===== config.mk =====
export PLATFORM = sky130hd
export DESIGN_NAME = pc_fetch_ctrl
export DESIGN_NICKNAME = d
export VERILOG_FILES = /design/src/rtl/pc_fetch_ctrl.sv
export SDC_FILE = /design/constraint.sdc
export NUM_CORES = 1
export LEC_CHECK = 0
export CAP_MARGIN = 10
export CORE_ASPECT_RATIO = 1.5
export CORE_MARGIN = 3
export CORE_UTILIZATION = 45
export CTS_CLUSTER_DIAMETER = 50
export DETAILED_ROUTE_END_ITERATION = 10
export PLACE_DENSITY = 0.8
export SETUP_SLACK_MARGIN = 0.1
export SLEW_MARGIN = 40
export SYNTH_ARGS = -nofsm -noshare
export SYNTH_HDL_FRONTEND = slang
export SYNTH_SLANG_ARGS = --single-unit
export TNS_END_PERCENT = 20

===== constraint.sdc =====
create_clock -name clk -period 9.09 [get_ports clk]
set_input_delay 2.727 -clock clk [delete_from_list [all_inputs] [get_ports clk]]
set_output_delay 2.727 -clock clk [all_outputs]
set_load 0.05 [all_outputs]

===== src/rtl/pc_fetch_ctrl.sv =====
// PC sequencing and instruction-fetch handshake for the RV32I core.
// Optional macro PC_FETCH_TIMEOUT_EN traps fetches that wait MAX_WAIT cycles without imem_ack.
module pc_fetch_ctrl #(
  localparam int unsigned XLEN = 32,
  parameter logic [XLEN-1:0] RESET_VECTOR = 32'h0000_0000,
  parameter logic [XLEN-1:0] TRAP_VECTOR  = 32'h0000_0100
`ifdef PC_FETCH_TIMEOUT_EN
  ,
  parameter int unsigned MAX_WAIT = 15
`endif
) (
  input  logic            clk,
  input  logic            areset,
  input  logic [XLEN-1:0] pc,
  output logic            pc_load,
  output logic [XLEN-1:0] next_pc,
  output logic            imem_req,
  output logic [XLEN-1:0] imem_addr,
  input  logic            imem_ack,
  input  logic [XLEN-1:0] imem_rdata,
  output logic            if_valid,
  input  logic            if_ready,
  output logic [XLEN-1:0] if_instr,
  output logic [XLEN-1:0] if_pc,
  input  logic            redirect,
  input  logic [XLEN-1:0] redirect_target,
  output logic            fetch_fault,
  output logic [XLEN-1:0] fetch_count
);

  typedef enum logic [1:0] {
    BOOT  = 2'd0,
    REQ   = 2'd1,
    HOLD  = 2'd2,
    FLUSH = 2'd3
  } state_t;

  state_t          state;
  state_t          state_d;
  logic            fault;
  logic            fault_d;
  logic            capture;
  logic            count_inc;
  logic            timeout;
  logic            misaligned;
  logic [XLEN-1:0] addr_d;
  logic [XLEN-1:0] redirect_pc;

  // Misaligned redirect targets are replaced by the trap vector.
  assign misaligned  = |redirect_target[1:0];
  assign redirect_pc = misaligned ? TRAP_VECTOR : redirect_target;

`ifdef PC_FETCH_TIMEOUT_EN
  localparam int unsigned WAIT_W = (MAX_WAIT < 16) ? 4 : $clog2(MAX_WAIT + 1);

  logic [WAIT_W-1:0] wait_cnt;
  logic              waiting;

  assign waiting = ((state == REQ) || (state == FLUSH)) && !imem_ack;
  assign timeout = waiting && (wait_cnt == WAIT_W'(MAX_WAIT - 1));

  // Counts consecutive un-acked cycles of the current request; restarts on every state entry.
  always_ff @(posedge clk) begin
    if (!areset || !waiting || timeout || (state_d != state)) begin
      wait_cnt <= '0;
    end else begin
      wait_cnt <= wait_cnt + WAIT_W'(1);
    end
  end
`else
  assign timeout = 1'b0;
`endif

  // Next state plus the Mealy pc_reg load controls.
  always_comb begin
    state_d   = state;
    pc_load   = 1'b0;
    next_pc   = '0;
    fault_d   = 1'b0;
    capture   = 1'b0;
    count_inc = 1'b0;
    addr_d    = imem_addr;
    case (state)
      BOOT: begin
        pc_load = 1'b1;
        next_pc = RESET_VECTOR;
        addr_d  = RESET_VECTOR;
        state_d = REQ;
      end
      REQ, FLUSH: begin
        if (redirect) begin
          pc_load = 1'b1;
          next_pc = redirect_pc;
          fault_d = misaligned;
          // An un-acked request must still complete before the new fetch can start.
          if (imem_ack) begin
            state_d = REQ;
            addr_d  = redirect_pc;
          end else begin
            state_d = FLUSH;
          end
        end else if (imem_ack) begin
          if (state == REQ) begin
            capture = 1'b1;
            state_d = HOLD;
          end else begin
            state_d = REQ;
            addr_d  = pc;
          end
        end else if (timeout) begin
          pc_load = 1'b1;
          next_pc = TRAP_VECTOR;
          fault_d = 1'b1;
          addr_d  = TRAP_VECTOR;
          state_d = REQ;
        end
      end
      HOLD: begin
        if (redirect) begin
          pc_load = 1'b1;
          next_pc = redirect_pc;
          fault_d = misaligned;
          addr_d  = redirect_pc;
          state_d = REQ;
        end else if (if_ready) begin
          pc_load   = 1'b1;
          next_pc   = pc + XLEN'(4);
          addr_d    = pc + XLEN'(4);
          count_inc = 1'b1;
          state_d   = REQ;
        end
      end
      default: begin
        state_d = BOOT;
      end
    endcase
    if (!areset) begin
      pc_load = 1'b0;
      next_pc = '0;
    end
  end

  always_ff @(posedge clk) begin
    if (!areset) begin
      state       <= BOOT;
      fault       <= 1'b0;
      imem_addr   <= '0;
      if_instr    <= '0;
      if_pc       <= '0;
      fetch_count <= '0;
    end else begin
      state     <= state_d;
      fault     <= fault_d;
      imem_addr <= addr_d;
      if (capture) begin
        if_instr <= imem_rdata;
        if_pc    <= pc;
      end
      if (count_inc) begin
        fetch_count <= fetch_count + XLEN'(1);
      end
    end
  end

  assign imem_req    = (state == REQ) || (state == FLUSH);
  assign if_valid    = (state == HOLD);
  assign fetch_fault = fault;

endmodule


==> qor.yml <==
timing:
  setup-tns-final_ns: 0
  holdWs_ns: 0.4521
  clock_skew_ns: 0.01328
  fin_crit_ns: 8.701
  rsz0062_at_grt: "false"
  period_share_pct: 95.72
  relSlewSlack_pct: 45.19
  fmax_ghz: 0.1149
  hold_viol: 0
  finalSetupViolCount: 0
  finalMaxSlewViolations: 0
  tightest_slew_ns: 0.8221
cells_and_area:
  nets: 1272
  stdcell_area_mm2: 0.01020
  synthToLayoutAreaGrowth_pct: 48.62
  layout-drive-gt1-share_pct: 5.419
  post-route-util_pct: 69.28
yosys:
  synthCells: 939
  synth.largest_area_cell: "dfxtp_1"
  avgSynthCellArea_um2: 7.313
  yosys.cell_types.count: 58
  synth_edf_count: 0
  synth_area_leaders: "dfxtp_1 (38%), nand2_1 (11%), a21oi_1 (8.4%), o21ai_0 (4.5%), nor2_1 (3.9%)"
  synth_area_mm2: 0.006867
  ys_warn_count: 0
  ys_seq_area_share_pct: 38.19
  synthArstFlopShare_pct: 0
  synth_top_area_share_pct: 38.19
  syn_nets: 1042
  synth-seq-cells: 131
  synth_flop_cell: "dfxtp_1"
worst_setup_path:
  reg2regPathDepth: 6
  reg2reg_slack_ns: 6.30
  cpMaxStageDelayCell: "clkdlybuf4s50_1"
  cp.required_ns: 6.36
  r2r_end: "if_instr[20]$_SDFFE_PN0P_"
  worstSetupEndpointType: "output pin"
  cp.arrival_ns: 5.97
  cp-start-kind: "input port"
  critical_path_class: "input port to output pin"
  cp_top_family: "buffers and inverters"
  crit_path_frequent_cell: "clkdlybuf4s50_1"
  r2r_start: "state[1]$_SDFFE_PN0P_"
  crit_chain: "clkdlybuf4s50_1 -> ha_1 -> nand4_1 -> nor3_1 -> and3_1 -> o21ai_0 -> a211oi_1 -> clkdlybuf4s50_1"
  slowest_delay_ns: 0.85
  worst-path-max-fanout: 7
  critical_path_buf_inv_count: 2
run_status:
  status: "complete, no violations"
clock_tree:
  cts_tree: "yes"
  clock_latency_ns: 0.41
  cts-root-buf: "clkbuf_16"
  cts_made_buffers: 17
  cts_resized: 0
  cts_hold_buffers: 0
  clkSinkCount: 131
  cts_setup_buffers: 0
  h-tree-depth: 4
  clockBufferDepth: 2
  clk_pin_slew_ns: 0.06
hold_path:
  min_path_type: "register to register"
  hold_path_startpoint: "if_instr[24]$_SDFFE_PN0P_"
  holdPathEnd: "if_instr[24]$_SDFFE_PN0P_"
  hold-path-cell-count: 2
global_routing:
  grt_pass1_vias: 7448
  grt_overflow: 0
  antenna_found_initial: 1
  grt_max_degree: 107
  grt.total_usage_pct: 30.68
  grt_pass1_wl_um: 40720
power_and_ir_drop:
  p_total_w: 0.001590
  power.density_mw_per_mm2: 155.8
  irDropWorstVdd_mv: 0.08759
  leakagePower_nw: 3.473
routing:
  drt_iter0_markers: 1009
  wl_um: 26660
  avgViaCountPerCell: 5.843
  wl_per_cell_um: 19.35
  ant_nets: 0
  vias: 8052
  dr.pass1.iters: 6
  drcViolationCount: 0
floorplan:
  io_pins: 265
  core-area_mm2: 0.01473
  rows: 54
  die_height_um: 157.3
  design.die.area_mm2: 0.01681
  die_w_um: 106.9
  start_util_pct: 46.62
place:
  hpwlAfterDp_um: 19020
  gp_congestion: 0.9788
  dpl-instance-area_mm2: 0.009614
  io_buffer_count: 264
job:
  max_cap_viol_count: 0
[power by group]
part	internal [W]	switching (W)
clock network	0.000407	0.000277
registers	0.000593	0.0000119
logic	0.000108	0.000193
total	0.00111	0.000481
[state kept, by name, indices dropped and copies added, names as in the netlist]
name	cells
if_pc	32
fetch_count	32
state	2
if_instr	32
fetch_fault	1
imem_addr	32
[Yosys cell counts (all sizes together), types with 15 or more instances]
cell type    n
xor2        16
nand3       32
nand2      205
nand4       20
dfxtp      131
nor3        19
o21ai       63
a21oi      115
xnor2       28
nor4        15
a22oi       15
clkbuf      54
inv         20
buf         15
nor2        72
[final cells by class]
class / count / area (µm²)
Sequential cell: 131 / 2623
Inverter: 21 / 80.08
Fill cell: 1313 / 4524
Tap cell: 196 / 245.2
Antenna cell: 1 / 2.502
Multi-Input combinational cell: 718 / 3919
Clock buffer: 17 / 425.4
Timing Repair Buffer: 280 / 2756
Clock inverter: 14 / 153.9
[worst reg2reg max path, cell delays in order (launching register included)]
cell	delay (ns)
dfxtp_1	0.80
inv_1	0.37
nand2_1	0.24
or2_2	0.45
buf_4	0.53
nand2_1	0.15
a21oi_1	0.17
[worst max path at each step]
stage / from / end / cells after the start
2_1_floorplan: pc[5] / next_pc[25] / 6
3_3_place_gp: pc[3] / next_pc[22] / 8
3_5_place_dp: pc[3] / next_pc[22] / 8
4_1_cts: pc[3] / next_pc[22] / 8
5_1_grt: pc[2] / next_pc[22] / 8
6_report: pc[3] / next_pc[22] / 8
[cell usage in the layout, fill, tap and decap left out, types with 19 or more instances in the layout]
master           count
nor2_1              69
xnor2_1             28
clkdlybuf4s50_1    261
o21ai_0             61
nand3_1             32
a21oi_1            115
inv_1               19
dfxtp_1            131
nand2_1            205
nor3_1              19
nand4_1             19
[through the flow]
stage | instances | setup slack, ns
2_1_floorplan | 939 | 1.205
3_3_place_gp | 1346 | 0.5720
3_5_place_dp | 1346 | 0.5285
4_1_cts | 1377 | 0.4941
5_1_grt | 1378 | 0.2677
6_report | 1378 | 0.3888
[logic make-up after synthesis]
group	share of synthesized area, %
adder cells (fa/ha/maj)	0.3644
flip-flops	38.19
buffers and inverters	5.284
multiplexers	0.4555
AND/OR/NAND/NOR	27.15
XOR/XNOR	5.612
AO/OA/AOI/OAI	22.94
[layer usage]
layer / GRT usage, % / up-vias / part of all wire (%)
li1: - / 3783 / -
met1: 37.02 / 3711 / 36
met2: 53.27 / 465 / 50
met3: 5.211 / 93 / 9.2
met4: 13.89 / 0 / 4.6
met5: 0 / - / 0
(Power assumes the default switching activity.)
